--- config.mk ---
export PLATFORM = sky130hd
export DESIGN_NAME = flags_ctrl_flat
export DESIGN_NICKNAME = d
export VERILOG_FILES = /design/src/rtl/flags_ctrl_if.sv /design/src/rtl/flags_ctrl.sv /design/src/flat_wrapper.sv
export SDC_FILE = /design/constraint.sdc
export NUM_CORES = 1
export LEC_CHECK = 0
export CORE_ASPECT_RATIO = 0.5
export CORE_MARGIN = 1
export CORE_UTILIZATION = 45
export CTS_BUF_LIST = sky130_fd_sc_hd__clkbuf_2 sky130_fd_sc_hd__clkbuf_4 sky130_fd_sc_hd__clkbuf_8
export DETAILED_ROUTE_END_ITERATION = 8
export PLACE_DENSITY = 0.69
export SKIP_CTS_REPAIR_TIMING = 1
export SLEW_MARGIN = 15
export SYNTH_ARGS = -nofsm -noshare
export SYNTH_HDL_FRONTEND = slang
export SYNTH_SLANG_ARGS = --single-unit
--- constraint.sdc ---
create_clock -name clk -period 4.1 [get_ports clk]
set_input_delay 0.82 -clock clk [delete_from_list [all_inputs] [get_ports clk]]
set_output_delay 0.82 -clock clk [all_outputs]
set_load 0.02 [all_outputs]
--- src/rtl/flags_ctrl_if.sv ---
// flags_ctrl_if: ALU-flag, condition, stack and error signals between decode/ALU and flags_ctrl.
interface flags_ctrl_if #(
   parameter int NFLAGS      = 8,
   parameter int STACK_DEPTH = 4,
   parameter int CW          = $clog2(NFLAGS + 1) + 1
);
   localparam int DW = $clog2(STACK_DEPTH + 1);
   logic              phase_exec;
   logic [NFLAGS-1:0] alu_flags;
   logic              _set_flags;
   logic [NFLAGS-1:0] wr_mask;
   logic [NFLAGS-1:0] sticky_clr;
   logic [CW-1:0]     cond;
   logic              push;
   logic              pop;
   logic              err_clr;
   logic [NFLAGS-1:0] flags_q;
   logic [NFLAGS-1:0] _flags_q;
   logic              do_exec;
   logic [DW-1:0]     depth;
   logic              overflow;
   logic              underflow;
   logic              illegal_load;
   modport master (
      output phase_exec, alu_flags, _set_flags, wr_mask, sticky_clr, cond, push, pop, err_clr,
      input  flags_q, _flags_q, do_exec, depth, overflow, underflow, illegal_load
   );
   modport slave (
      input  phase_exec, alu_flags, _set_flags, wr_mask, sticky_clr, cond, push, pop, err_clr,
      output flags_q, _flags_q, do_exec, depth, overflow, underflow, illegal_load
   );
endinterface

--- src/rtl/flags_ctrl.sv ---
// flags_ctrl: masked/sticky ALU flag register, condition evaluation and flag save/restore stack.
module flags_ctrl #(
   parameter int                 NFLAGS      = 8,
   parameter int                 STACK_DEPTH = 4,
   parameter logic [NFLAGS-1:0]  STICKY_MASK = '0,
   parameter logic [NFLAGS-1:0]  RESET_VAL   = '0,
   parameter int                 CW          = $clog2(NFLAGS + 1) + 1
) (
   input logic         clk,
   input logic         _reset,
   flags_ctrl_if.slave bus
);
   localparam int DW = $clog2(STACK_DEPTH + 1);
   logic [NFLAGS-1:0] flags, nf, clr;
   logic [NFLAGS:0]   ext;
   logic [CW-2:0]     idx;
   logic [DW-1:0]     depth, top;
   logic              sel, load, full, empty, px, ovf, udf, ill;
   // sized to the full index range so depth indexes it without truncation
   logic [NFLAGS-1:0] stk [2**DW];
   always_comb begin
      idx   = bus.cond[CW-2:0];
      ext   = {flags, 1'b1};
      sel   = (idx <= NFLAGS) ? ext[idx] : 1'b0;
      px    = bus.phase_exec;
      load  = px & ~bus._set_flags & bus.do_exec;
      clr   = px ? (bus.sticky_clr & STICKY_MASK) : '0;
      nf    = (load ? ((flags & ~bus.wr_mask) | (bus.wr_mask & (bus.alu_flags | (flags & STICKY_MASK)))) : flags) & ~clr;
      full  = depth == DW'(STACK_DEPTH);
      empty = depth == '0;
      top   = depth - DW'(1);
   end
   assign bus.do_exec      = bus.cond[CW-1] ^ sel;
   assign bus.flags_q      = flags;
   assign bus._flags_q     = ~flags;
   assign bus.depth        = depth;
   assign bus.overflow     = ovf;
   assign bus.underflow    = udf;
   assign bus.illegal_load = ill;
   always_ff @(posedge clk) begin
      if (!_reset) begin
         flags <= RESET_VAL;
         depth <= '0;
         ovf   <= 1'b0;
         udf   <= 1'b0;
         ill   <= 1'b0;
      end else begin
         ill <= (ill & ~bus.err_clr) | (~px & ~bus._set_flags);
         ovf <= (ovf & ~bus.err_clr) | (px & bus.push & ~bus.pop & full);
         udf <= (udf & ~bus.err_clr) | (px & bus.pop & empty);
         if (px & bus.pop & ~empty) begin
            flags <= stk[top];
            if (bus.push) stk[top] <= flags;
            else depth <= top;
         end else begin
            flags <= nf;
            if (px & bus.push & ~full) begin
               stk[depth] <= flags;
               depth      <= depth + DW'(1);
            end
         end
      end
   end
endmodule

--- src/flat_wrapper.sv ---
// flat-port wrapper written by rule: the top's interface ports become plain ports
module flags_ctrl_flat 
#(
   parameter int                 NFLAGS      = 8,
   parameter int                 STACK_DEPTH = 4,
   parameter logic [NFLAGS-1:0]  STICKY_MASK = '0,
   parameter logic [NFLAGS-1:0]  RESET_VAL   = '0,
   parameter int                 CW          = $clog2(NFLAGS + 1) + 1
)
  (clk, _reset, bus_phase_exec, bus_alu_flags, bus__set_flags, bus_wr_mask, bus_sticky_clr, bus_cond, bus_push, bus_pop, bus_err_clr, bus_flags_q, bus__flags_q, bus_do_exec, bus_depth, bus_overflow, bus_underflow, bus_illegal_load);
  flags_ctrl_if #(.NFLAGS(NFLAGS), .STACK_DEPTH(STACK_DEPTH), .CW(CW)) bus_i ();
  input logic clk;
  input logic _reset;
  input wire logic [$bits(bus_i.phase_exec)-1:0] bus_phase_exec;
  input wire logic [$bits(bus_i.alu_flags)-1:0] bus_alu_flags;
  input wire logic [$bits(bus_i._set_flags)-1:0] bus__set_flags;
  input wire logic [$bits(bus_i.wr_mask)-1:0] bus_wr_mask;
  input wire logic [$bits(bus_i.sticky_clr)-1:0] bus_sticky_clr;
  input wire logic [$bits(bus_i.cond)-1:0] bus_cond;
  input wire logic [$bits(bus_i.push)-1:0] bus_push;
  input wire logic [$bits(bus_i.pop)-1:0] bus_pop;
  input wire logic [$bits(bus_i.err_clr)-1:0] bus_err_clr;
  output wire logic [$bits(bus_i.flags_q)-1:0] bus_flags_q;
  output wire logic [$bits(bus_i._flags_q)-1:0] bus__flags_q;
  output wire logic [$bits(bus_i.do_exec)-1:0] bus_do_exec;
  output wire logic [$bits(bus_i.depth)-1:0] bus_depth;
  output wire logic [$bits(bus_i.overflow)-1:0] bus_overflow;
  output wire logic [$bits(bus_i.underflow)-1:0] bus_underflow;
  output wire logic [$bits(bus_i.illegal_load)-1:0] bus_illegal_load;
  assign bus_i.phase_exec = bus_phase_exec;
  assign bus_i.alu_flags = bus_alu_flags;
  assign bus_i._set_flags = bus__set_flags;
  assign bus_i.wr_mask = bus_wr_mask;
  assign bus_i.sticky_clr = bus_sticky_clr;
  assign bus_i.cond = bus_cond;
  assign bus_i.push = bus_push;
  assign bus_i.pop = bus_pop;
  assign bus_i.err_clr = bus_err_clr;
  assign bus_flags_q = bus_i.flags_q;
  assign bus__flags_q = bus_i._flags_q;
  assign bus_do_exec = bus_i.do_exec;
  assign bus_depth = bus_i.depth;
  assign bus_overflow = bus_i.overflow;
  assign bus_underflow = bus_i.underflow;
  assign bus_illegal_load = bus_i.illegal_load;
  flags_ctrl #(.NFLAGS(NFLAGS), .STACK_DEPTH(STACK_DEPTH), .STICKY_MASK(STICKY_MASK), .RESET_VAL(RESET_VAL), .CW(CW)) u_core (.clk(clk), ._reset(_reset), .bus(bus_i));
endmodule
==> results list <==
- Outcome: finished, final reports clean
- The via count of the first global-routing pass was 2322.
- Reg2Reg Launch Point: u_core.bus.depth[1]
- Counting tap cells, the placed design contains a total of 426 instances.
- Dividing the detail-routed via count by the number of cells gives 5.55.
* Hold endpoint: u_core.bus.underflow
* Overall track demand over capacity in global routing: 0.202
- Leftover overflow at the end of global routing: 0
- Diodes inserted: 0
* Critical path class: in2out
* Final Setup Violations: 0
- Worst path cell trace: clkdlybuf4s50_1 > mux4_2 > nor2b_1 > or2_1 > nand2_1 > xnor2_1 > clkdlybuf4s50_1
* Startpoint of the worst hold path: u_core.bus.underflow
- Routed len/inst: 18.3 um
- Crit path time final: 3.91 ns
- Final Hold Slack: 0.612 ns
- Area after DPL: 4370 um2
- Counting distinct cell types in the post-synthesis netlist gives 41.
- In this run the deepest clock path goes through 2 buffers.
- Highest achievable clock rate: 256 MHz
* Worst-case clock skew: 0.00770 ns
* Root Buffer: clkbuf_8
- Of the available clock period, the critical path in the final layout requires 0.953.
- In this run, synthesis inferred 64 flip-flops with an integrated enable.
- Average cell area after synthesis: 13.8 um2
- Final-report hold violation count: 0
* Final Instance Area: 4540 um2
* FP Rows: 23
* Port Buf Inserts: 50
- For this block, the initial DRC count from the detailed router was 264.
* Max_slew headroom: 0.386
- Along the worst path, the maximum fanout reaches 4.
* Net count after synthesis: 310
- Entering global routing, the biggest net connects 29 pins.
- The first global-routing pass estimated 12300 um of wire.
- The worst hold path was traced through 3 stages.
- Fill cells in the final layout number 639.
- Slowest library cell on the worst path: clkdlybuf4s50_1
* Source-to-sink clock delay at the later pin of the worst-skew pair: 0.36 ns
* Top-level I/O count: 59
- In this run, synthesis produced a sequential element count of 78.
- For this run, design rule violations remaining after detail routing come to 0.
- After clock tree synthesis, the clock-pin slew on the worst setup and hold paths is 0.08 ns.
* Most common cell after layout, fill and taps aside: edfxtp_1
- For the worst setup path, the data arrival time is 3.09 ns.
- The initial utilization of the core area, before any placement, comes to 0.466.
- TritonCTS clock tree: done
- Synth-to-Final Area Change: 21.5%
- Number of buffers added by the clock tree synthesis step: 9
- Across the run, the number of max-cap violations was 0.
- Fraction of synthesized cell area taken by the top area cell type: 0.514
- The region available for standard cell placement spans 8030 um2.
* Final max-slew violation count: 0
* Final total negative setup slack: 0 ns
* Nature of the critical path endpoint: output pin
- Detailed placement ended at an HPWL of 5540 um.
- Length in cells of the worst reg-to-reg path: 7
- Number of antenna-violating nets in the routed design: 0
- Vias after detailed routing: 2455
* Die height: 66.5 um
- Data required, critical path: 3.28 ns
- Die boundary width: 131 um
* Synth Cell Area: 3740 um2
- Leakage Power: 0.00158 uW
- Of the synthesized area, sequential elements account for 0.589.
* Layout cell share with drive strength beyond 1: 0.164
- Worst-Margin Slew: 0.920 ns
- Dividing total power by cell area gives a power density of 391 nW/um2.
* Final Core Density: 0.566
- Of all flip-flops after synthesis, the portion carrying an async set or reset was 0.
- Total number of clock tree sinks: 78
* Gp weighted congestion: 0.814
- The worst register-to-register path ends at u_core.stk[7][0].
- Most common flop cell mapped by yosys: edfxtp_1
* Highest-count cells in the layout ignoring fill and taps: edfxtp_1, clkdlybuf4s50_1, nand2_1
- The tightest min-delay check is of the reg2reg type.
* DRT Pass-1 Iters: 4
- The initial antenna violation count is 0.
- Final wirelength: 8100 um
- Die Area: 8700 um2
* Unrepaired setup endpoints after global routing: no
* Count of warnings emitted by yosys: 0
- Largest cells by area after synthesis: edfxtp_1, mux4_2, dfxtp_1
- On the worst path, the slowest cell contributes a delay of 0.61 ns.
* Worst-case vdd ir drop: 0.170 mV
* Final Instance Count excl. Fillers: 442
* Post-Syn Instances: 271
- STA classifies the critical path startpoint as a primary input.
* Total Nets Final: 364
* Yosys top cell by area: edfxtp_1
* Number of H-tree branching levels: 3
* R2R setup slack: 1.30 ns
- In this design, the critical path's most frequently occurring cell is clkdlybuf4s50_1.
[Yosys cell counts (all sizes together), types with 2 or more instances]
master,instances
mux2i,20
xor2,2
a31oi,3
inv,16
o22ai,5
dfxtp,14
and2,7
buf,5
nor4b,2
edfxtp,64
ha,3
xnor2,4
a311oi,8
nor3,9
a21oi,2
clkbuf,9
nor2,15
mux4,17
nand2b,2
nand2,21
and3,8
nand4,2
o21ai,16
nor2b,4
[routing by layer]
layer	wire (um)	vias up	global-route usage
li1	-	1141	-
met1	3860	1212	0.284
met2	3520	88	0.293
met3	597	14	0.0643
met4	121	0	0.0704
met5	0	-	0
[cells by family (layout without fill, tap and decap cells)]
group	count (synthesis)	after routing	share of synthesized area
multiplexers	37	37	0.156
buffers and inverters	30	89	0.0351
XOR/XNOR	6	6	0.0140
AO/OA/AOI/OAI	42	42	0.0913
AND/OR/NAND/NOR	75	75	0.105
adder cells (fa/ha/maj)	3	3	0.0100
flip-flops	78	78	0.589
[power breakdown]
| part | switching (uW) | total [uW] | internal [uW] |
|---|---|---|---|
| Combinational | 186 | 358 | 173 |
| Clock | 274 | 508 | 234 |
| Sequential | 22.2 | 911 | 888 |
| Total | 481 | 1780 | 1300 |
[per-stage QoR]
stage,setup WS [ns],total power (uW)
final,0.194,1780
after global routing,0.0936,1850
after CTS,0.174,1790
after detailed placement,0.185,1290
after global placement,0.215,1280
after floorplan,0.867,1160
[cell type report]
type                       instances  area [um2]  area share
clock buffer                      11         139      0.0306
inverter                          16        60.1      0.0132
timing repair buffer              57         553       0.122
tap                              112         140      0.0308
clock inverter                     5        35.0     0.00771
sequential                        78        2200       0.485
multi-input combinational        163        1420       0.311
[how the worst max path moves through the flow]
stage	start	end	slack (ns)
after floorplan	u_core.bus.depth[0]	u_core.stk[7][0]	0.87
after global placement	bus_cond[0]	bus_do_exec	0.22
after detailed placement	bus_cond[0]	bus_do_exec	0.19
after CTS	bus_cond[0]	bus_do_exec	0.17
after global routing	bus_cond[0]	bus_do_exec	0.09
final	bus_cond[0]	bus_do_exec	0.19
[critical path, delay by kind of cell]
| kind | cells | cell delay [ns] |
|---|---|---|
| buffers and inverters | 2 | 1.18 |
| and+or+nand+nor | 3 | 0.46 |
| muxes | 1 | 0.51 |
| xor gates and xnor gates | 1 | 0.11 |
No activity file was read; power rests on OpenSTA's default activity.
